<file path="src/rtl/fifo_pkg.sv">
// Shared types and defaults for the FIFO and its UART drain stage.
package fifo_pkg;

  localparam int FIFO_WIDTH = 8;

  typedef enum logic [2:0] {
    IDLE,
    POP,
    LOAD,
    START,
    DATA,
    PARITY,
    STOP
  } tx_state_t;

endpackage

</file>
<file path="src/rtl/baud_tick_gen.sv">
// Bit-period divider: one tick per CLK_DIV cycles while run is high.
// The count is held at zero whenever run is low, so each rise of run starts a fresh period.
module baud_tick_gen #(
  parameter int CLK_DIV = 16
) (
  input  logic clk,
  input  logic rst,
  input  logic run,
  output logic tick,
  output logic tick_next
);

  localparam int CW = (CLK_DIV > 1) ? $clog2(CLK_DIV) : 1;
  localparam logic [CW-1:0] LAST = CW'(CLK_DIV - 1);
  localparam logic [CW-1:0] PRE  = CW'(CLK_DIV - 2);

  logic [CW-1:0] cnt;

  // tick_next looks one cycle ahead so tick itself can come straight from a flop
  assign tick_next = run && (cnt == PRE);

  always_ff @(posedge clk) begin
    if (rst || !run) begin
      cnt <= '0;
    end else if (cnt == LAST) begin
      cnt <= '0;
    end else begin
      cnt <= cnt + CW'(1);
    end
  end

  always_ff @(posedge clk) begin
    if (rst) begin
      tick <= 1'b0;
    end else begin
      tick <= tick_next;
    end
  end

endmodule

</file>
<file path="src/rtl/fifo_uart_tx.sv">
// FIFO drain stage: pops one byte per frame and shifts it out as start, data LSB first,
// optional parity and stop bits.
module fifo_uart_tx
  import fifo_pkg::*;
#(
  parameter int WIDTH      = FIFO_WIDTH,
  parameter int CLK_DIV    = 16,
  parameter int PARITY_EN  = 0,
  parameter int PARITY_ODD = 0,
  parameter int STOP_BITS  = 1
) (
  input  logic             clk,
  input  logic             rst,
  input  logic             tx_en,
  input  logic             fifo_empty_n,
  input  logic [WIDTH-1:0] fifo_data,
  output logic             fifo_rd_en,
  output logic             tx,
  output logic             busy,
  output logic             frame_done
);

  localparam int MAXB = (WIDTH > STOP_BITS) ? WIDTH : STOP_BITS;
  localparam int BW   = (MAXB > 1) ? $clog2(MAXB) : 1;
  localparam logic [BW-1:0] LAST_DATA = BW'(WIDTH - 1);
  localparam logic [BW-1:0] LAST_STOP = BW'(STOP_BITS - 1);

  tx_state_t        state, state_next;
  logic [BW-1:0]    bit_cnt, bit_cnt_next;
  logic [WIDTH-1:0] shreg, shreg_next;
  logic             parity_q, parity_next;
  logic             tx_next;
  logic             run, tick, tick_next;

  assign run  = (state == START) || (state == DATA) || (state == PARITY) || (state == STOP);
  assign busy = (state != IDLE);

  baud_tick_gen #(.CLK_DIV(CLK_DIV)) u_baud (
    .clk       (clk),
    .rst       (rst),
    .run       (run),
    .tick      (tick),
    .tick_next (tick_next)
  );

  always_comb begin
    state_next   = state;
    bit_cnt_next = bit_cnt;
    shreg_next   = shreg;
    parity_next  = parity_q;
    case (state)
      IDLE:   if (tx_en && fifo_empty_n) state_next = POP;
      POP:    state_next = LOAD;
      LOAD: begin
        shreg_next   = fifo_data;
        parity_next  = (^fifo_data) ^ (PARITY_ODD != 0);
        bit_cnt_next = '0;
        state_next   = START;
      end
      START:  if (tick) state_next = DATA;
      DATA: begin
        if (tick) begin
          shreg_next = shreg >> 1;
          if (bit_cnt == LAST_DATA) begin
            bit_cnt_next = '0;
            state_next   = (PARITY_EN != 0) ? PARITY : STOP;
          end else begin
            bit_cnt_next = bit_cnt + BW'(1);
          end
        end
      end
      PARITY: if (tick) state_next = STOP;
      STOP: begin
        if (tick) begin
          if (bit_cnt == LAST_STOP) begin
            bit_cnt_next = '0;
            state_next   = IDLE;
          end else begin
            bit_cnt_next = bit_cnt + BW'(1);
          end
        end
      end
      default: state_next = IDLE;
    endcase
  end

  // The line value is chosen from the next state so the tx flop lines up with the FSM
  always_comb begin
    tx_next = 1'b1;
    case (state_next)
      START:   tx_next = 1'b0;
      DATA:    tx_next = shreg_next[0];
      PARITY:  tx_next = parity_next;
      default: tx_next = 1'b1;
    endcase
  end

  always_ff @(posedge clk) begin
    if (rst) begin
      state      <= IDLE;
      bit_cnt    <= '0;
      shreg      <= '0;
      parity_q   <= 1'b0;
      tx         <= 1'b1;
      fifo_rd_en <= 1'b0;
      frame_done <= 1'b0;
    end else begin
      state      <= state_next;
      bit_cnt    <= bit_cnt_next;
      shreg      <= shreg_next;
      parity_q   <= parity_next;
      tx         <= tx_next;
      fifo_rd_en <= (state_next == POP);
      frame_done <= (state == STOP) && (bit_cnt == LAST_STOP) && tick_next;
    end
  end

endmodule
</file>
<file path="config.mk">
export PLATFORM = sky130hd
export DESIGN_NAME = fifo_uart_tx
export DESIGN_NICKNAME = d
export VERILOG_FILES = /design/src/rtl/fifo_pkg.sv /design/src/rtl/baud_tick_gen.sv /design/src/rtl/fifo_uart_tx.sv
export SDC_FILE = /design/constraint.sdc
export NUM_CORES = 1
export LEC_CHECK = 0
export CORE_MARGIN = 3
export CORE_UTILIZATION = 53
export DETAILED_ROUTE_END_ITERATION = 8
export PLACE_DENSITY = 0.77
export SLEW_MARGIN = 10
export SYNTH_ARGS = -nofsm -noshare
export SYNTH_HDL_FRONTEND = slang
export SYNTH_SLANG_ARGS = --single-unit
</file>
<file path="constraint.sdc">
create_clock -name clk -period 1.7 [get_ports clk]
set_input_delay 0.17 -clock clk [delete_from_list [all_inputs] [get_ports clk]]
set_output_delay 0.17 -clock clk [all_outputs]
set_load 0.02 [all_outputs]
</file>
After elaboration in Yosys (flattened, before gate mapping)
Cells that the tools add are included.
- output and inout bits: 4
- word-level logic and storage cells: 62
- bits in registers: 23
- reduce and logical (&&, ||, !) cells: 18
- eq/ne operators: 15
- add/subtract/negate cells: 2
- multiplexer cells: 17
- operators by type and width (kind ; count):
    2-to-1 mux 3 bit ; 11
    one-hot mux 3 bit (7 select lines) ; 1
    == test 3 bit, second input constant ; 6
    one-hot mux 8 bit (2 select lines) ; 1
    == test 3 x 2 -> 1 bit, second input constant ; 3
    one-hot mux 3 bit (3 select lines) ; 1
    == test 4 bit, second input constant ; 2
    2-to-1 mux 8 bit ; 1
    XOR reduction 8 bit ; 1
    == test 3 x 1 -> 1 bit, second input constant ; 2
    zero test 3 bit ; 2
    nonzero test 3 bit ; 2
    adder 4 x 1 -> 4 bit, second input constant ; 1
    logical AND 1 bit ; 4
    logical OR 1 bit ; 4
    inequality test 2 x 1 -> 1 bit, second input constant ; 2
    adder 3 x 1 -> 3 bit, second input constant ; 1
    one-hot mux 1 bit (3 select lines) ; 1
    AND reduction 3 bit ; 1
    AND reduction 2 bit ; 1
    nonzero test 2 bit ; 1
    OR reduction 2 bit ; 1
    zero test 1 bit ; 1
    2-to-1 mux 1 bit ; 1

Depth between registers and ports, before layout
- depth in word-level cells: 7
- depth in mapped cells: 7
- depth with buffers taken out: 7

By module
From an unflattened synthesis, not the netlist that was laid out.
- cell total of the unflattened synthesis: 136
- area total of the unflattened synthesis: 1247.4 sq um
- by module, submodules not included (module ; seq. area each (sq um) ; area an instance (sq um) ; instances ; cells each):
    fifo_uart_tx ; 360.3 ; 1043.5 ; 1 ; 117
    baud_tick_gen ; 100.1 ; 203.9 ; 1 ; 19

Worst setup path after synthesis
OpenSTA, ideal clock, no wires.
- path type: reg-to-reg
- start: reg bit_cnt[0]
- end: reg tx
- library setup time: 0.120 ns
- cell stages (with the launch flop): 8
- slack: 0.239 ns
- buffers on the path: 0
- required time: 1.580 ns
- arrival: 1.340 ns
- cell sequence: dfxtp_1 ha_1 ha_1 a21oi_1 o32ai_2 a21oi_1 nand3b_1 a2bb2oi_2
- word-level cells in the longest chain between the ends: 6
- ends and longest elaborated chain (element ; line ; source):
    from (decl) ; fifo_uart_tx.sv:29 ; logic [BW-1:0] bit_cnt, bit_cnt_next;
    from (signal assigned) ; fifo_uart_tx.sv:109 ; bit_cnt <= bit_cnt_next;
    == test 3 bit or zero test 3 bit (tied branches) ; fifo_uart_tx.sv:64, fifo_uart_tx.sv:75 ;
    2-to-1 mux 3 bit (on tied branches) ; fifo_uart_tx.sv:64, fifo_uart_tx.sv:75 ;
    2-to-1 mux 3 bit (on tied branches) ; fifo_uart_tx.sv:62, fifo_uart_tx.sv:74 ;
    one-hot mux 3 bit (7 select lines) * ; fifo_uart_tx.sv:51 ; case (state)
    == test 3 bit or == test 3 x 2 -> 1 bit (tied branches) ; fifo_uart_tx.sv:90 ; case (state_next)
    one-hot mux 1 bit (3 select lines) * ; fifo_uart_tx.sv:90 ;
    to (signal assigned) ; fifo_uart_tx.sv:112 ; tx <= tx_next;
    to (decl) ; fifo_uart_tx.sv:18 ; output logic tx,
Mark *: on every way between the ends. The rest lies on a longest branch, timed or not.
A chain may end at the register's enable or synchronous reset.

Final worst setup path
- start: reg u_baud.tick
- end: reg tx
- word-level cells in the longest chain between the ends: 4
- ends and longest elaborated chain (element ; line ; source):
    from (decl) ; baud_tick_gen.sv:9 ; output logic tick,
    from (signal assigned) ; baud_tick_gen.sv:36 ; tick <= tick_next;
    2-to-1 mux 3 bit (on tied branches) ; - ;
    one-hot mux 3 bit (7 select lines) ; fifo_uart_tx.sv:51 ;
    == test 3 bit or == test 3 x 2 -> 1 bit (tied branches) ; fifo_uart_tx.sv:90 ;
    one-hot mux 1 bit (3 select lines) * ; fifo_uart_tx.sv:90 ;
Mark *: on every way between the ends. The rest lies on a longest branch, timed or not. The select of a mux whose other input is x is not followed.

==> flow_summary_export.csv <==
group,metric,value,unit
timing,finClkSkew,0.00628,ns
clock_tree,clkLatencyLatePin,0.31,ns
yosys,synthesis.yosys.warnings,0,
pwr,finalPower,1.15,mW
drt,routed.top_layer,"met4",
timing,maxSlewViolCount,0,
drt,dr.pass1.iters,4,
place,worst_setup_slack_after_placement,0.178,ns
yosys,synth-compound-area-share,0.210,
global_route,grt.total_usage,0.203,
clock_tree,post-cts-setup-buffer-count,0,
global_route,via_count_of_the_first_global_routing_pass,1005,
drt,met2WireLength,1150,um
timing,timing.setup.tns,0,ns
global_route,globalRoute.totalOverflow,0,
layout,layout.cells.non_filler,181,
timing,finalSetupViolations,0,
place,placed_cell_area,1400,um^2
drt,wl,2320,um
yosys,ys_dominant_reg_cell,"sky130_fd_sc_hd__dfxtp_1",
yosys,synth_commonest_cells,"23 x sky130_fd_sc_hd__dfxtp_1, 18 x sky130_fd_sc_hd__a21oi_1, 12 x sky130_fd_sc_hd__nand2_1, 12 x sky130_fd_sc_hd__nor2_1, 9 x sky130_fd_sc_hd__xnor2_1",
setup_path,timing.critical_path.from,"u_baud.tick$_SDFF_PP0_",
timing,finalHoldViolations,0,
layout,final_non_filler_cell_area,1430,um^2
place,gpl.final_weighted_congestion,0.744,
floorplanning,fp.coreArea,2060,um^2
yosys,synth.mux.area_fraction,0.00827,
flow_run,max_cap_violations,0,
setup_path,timing.critical_path.fanout_max,9,
yosys,synthXorXnorAreaFrac,0.0651,
layout,antenna_cells_inserted,0,
floorplanning,die-height,53.8,um
timing,pin_slew_with_the_least_headroom_to_its_limit,0.337,ns
setup_path,timing.rr.end,"tx$_SDFF_PP1_",
floorplanning,boundaryPins,16,
global_route,global_route_wire_length_before_repair,4270,um
floorplanning,floorplan.rows,16,
yosys,async_flop_share,0,
pwr,power_density,806,nW/um^2
setup_path,critical_path_start_type,"flip-flop",
timing,final.period_utilization,0.928,
setup_path,cp_data_required_time,1.92,ns
yosys,ys_ff_latch,23,
clock_tree,cts-root-to-sink-buffers,2,
clock_tree,clk_pin_slew,0.12,ns
yosys,synth_top_family_by_area,"simple AND/OR/NAND/NOR gates",
layout,final_layout_size_suffix_gt1_frac,0.156,
yosys,synth_top_cell_area_share,0.381,
pwr,power.leakage,0.518,nW
setup_path,arrival_time_worst_endpoint,1.80,ns
yosys,yosysMostFrequentCell,"sky130_fd_sc_hd__dfxtp_1",
yosys,synth_sequential_area_ratio,0.381,
timing,final_period_minus_worst_setup_slack,1.58,ns
floorplanning,chipWidth,53.8,um
drt,route.met3.wl,84,um
timing,maxClockFrequency,634,MHz
layout,multi_input_combinational_cell_area,674,um^2
setup_path,end_kind,"flip-flop",
layout,ff_latch_area,463,um^2
setup_path,critical_path_class,"reg -> reg",
yosys,synthSimpleGateAreaFrac,0.219,
clock_tree,cts_sinks,23,
clock_tree,total_clock_buffers_created_by_cts,3,
layout,synthToLayoutAreaGrowth,18.1,%
setup_path,critical_path.endpoint,"tx$_SDFF_PP1_",
floorplanning,start_util,0.587,
setup_path,worst-r2r-setup-slack,0.12,ns
global_route,maximum_number_of_pins_on_one_net_before_global_route_repair,13,
yosys,average_cell_area_after_synthesis,9.03,um^2
setup_path,r2r_start,"u_baud.tick$_SDFF_PP0_",
yosys,cell_accounting_for_the_most_synthesized_area,"sky130_fd_sc_hd__dfxtp_1",
hold_path,hp-start,"shreg[2]$_SDFFE_PP0P_",
pwr,ir_drop,647,uV
yosys,syn_nets,151,
drt,drc,0,
timing,slew-limit-headroom,0.775,
place,placement.io_buffers,15,
hold_path,hp-class,"reg -> reg",
yosys,ys_types,38,
yosys,synth_fa_ha_area_frac,0.0517,
timing,fin_ws,0.122,ns
yosys,synth_area,1210,um^2
place,numPlacedInstances,177,
clock_tree,cts_tree,"done",
status,outcome,"finished clean",
layout,final_layout_net_count,172,
drt,initialDrtViolationCount,18,
setup_path,worst_r2r_path_depth,6,
yosys,dominant_cells_by_area_after_synthesis,"sky130_fd_sc_hd__dfxtp_1 38%, sky130_fd_sc_hd__a21oi_1 7.4%, sky130_fd_sc_hd__xnor2_1 6.5%, sky130_fd_sc_hd__ha_1 5.2%, sky130_fd_sc_hd__a22oi_1 5.0%",
global_route,grt_antenna_before_repair,0,
yosys,synthCells,134,
floorplanning,design.die.area,2890,um^2
drt,detail_route.vias_per_cell,5.40,
drt,route.vias.total,978,
timing,grt_setup_unrepaired,"false",
drt,drtAntennaViolNets,0,
clock_tree,cts_max_level,1,
layout,fillCellCount,172,
yosys,synth-edff-count,0,
clock_tree,clk_root_buffer_cell,"sky130_fd_sc_hd__clkbuf_4",
drt,post_drt_wl_per_cell,12.8,um
place,hpwlAfterDp,1780,um
drt,route.layer.met1.wl,1050,um
## per-layer routing
layer / global-route usage / up-vias
met5: 0 / -
met4: 0.0979 / 0
met3: 0.0332 / 4
met2: 0.357 / 16
met1: 0.236 / 445
li1: - / 513
## worst min path at each step
stage | end | slack [ns] | cells past startpoint
final | shreg[2]$_SDFFE_PP0P_ | 0.47 | 2
after global routing | shreg[5]$_SDFFE_PP0P_ | 0.49 | 2
after CTS | shreg[3]$_SDFFE_PP0P_ | 0.47 | 2
after detailed placement | shreg[3]$_SDFFE_PP0P_ | 0.45 | 2
after global placement | shreg[5]$_SDFFE_PP0P_ | 0.44 | 2
after floorplan | shreg[7]$_SDFFE_PP0P_ | 0.33 | 2
## state kept, by name (all words and copies together), names as in the netlist
name,count
shreg,8
u_baud.cnt,4
bit_cnt,3
state,3
fifo_rd_en,1
frame_done,1
parity_q,1
tx,1
u_baud.tick,1
## what timing repair did
item,4_1_cts,5_1_grt
hold buffers,0,0
gates resized for setup,2,2
setup endpoints to repair,1,1
## cell type report
cell class | count | area share
Tap cell | 27 | 0.0236
Inverter | 4 | 0.0105
Multi-Input combinational cell | 99 | 0.472
Clock buffer | 4 | 0.0184
Timing Repair Buffer | 24 | 0.151
Sequential cell | 23 | 0.324
## cells in the final DEF, fill, tap and decap left out, types with 2 or more instances in the layout
| cell type | synthesis | routed |
|---|---|---|
| sky130_fd_sc_hd__inv_1 | 4 | 4 |
| sky130_fd_sc_hd__ha_1 | 5 | 5 |
| sky130_fd_sc_hd__nand2_1 | 12 | 12 |
| sky130_fd_sc_hd__nand2b_1 | 6 | 6 |
| sky130_fd_sc_hd__a21oi_1 | 18 | 17 |
| sky130_fd_sc_hd__clkbuf_4 | 0 | 3 |
| sky130_fd_sc_hd__nand3_1 | 2 | 2 |
| sky130_fd_sc_hd__xnor2_1 | 9 | 9 |
| sky130_fd_sc_hd__nor3_1 | 2 | 2 |
| sky130_fd_sc_hd__dfxtp_2 | 0 | 2 |
| sky130_fd_sc_hd__nor2_1 | 12 | 12 |
| sky130_fd_sc_hd__buf_4 | 3 | 9 |
| sky130_fd_sc_hd__dfxtp_1 | 23 | 21 |
| sky130_fd_sc_hd__clkdlybuf4s50_1 | 0 | 14 |
| sky130_fd_sc_hd__and3_1 | 2 | 2 |
| sky130_fd_sc_hd__a22oi_1 | 8 | 8 |
## cell families (layout without fill, tap and decap cells)
family / Yosys count / in the layout
AOI/OAI and AO/OA: 36 / 36
xor gates and xnor gates: 9 / 9
adders and majority gates: 5 / 5
buffers and inverters: 12 / 32
DFF: 23 / 23
muxes: 1 / 1
and+or+nand+nor: 48 / 48
## report_power, final
group / total, mW / leakage (nW) / switching [mW] / internal [mW]
Combinational: 0.288 / 0.315 / 0.136 / 0.153
Sequential: 0.610 / 0.188 / 0.0345 / 0.575
Clock: 0.253 / 0.0150 / 0.162 / 0.0917
## stage by stage
stage,hold WS (ns),util
final,0.466,0.693
after CTS,0.468,0.691
after detailed placement,0.450,0.678
after global routing,0.493,0.693
after floorplan,0.331,-
after global placement,0.444,0.678
## worst max-delay path, stage by stage (launching register included)
cell,delay [ns]
sky130_fd_sc_hd__dfxtp_1,0.53
sky130_fd_sc_hd__nor4bb_1,0.34
sky130_fd_sc_hd__buf_4,0.22
sky130_fd_sc_hd__nor2_4,0.07
sky130_fd_sc_hd__nand2_2,0.10
sky130_fd_sc_hd__a21boi_2,0.06
sky130_fd_sc_hd__a2bb2oi_2,0.15
(Power assumes the default switching activity.)
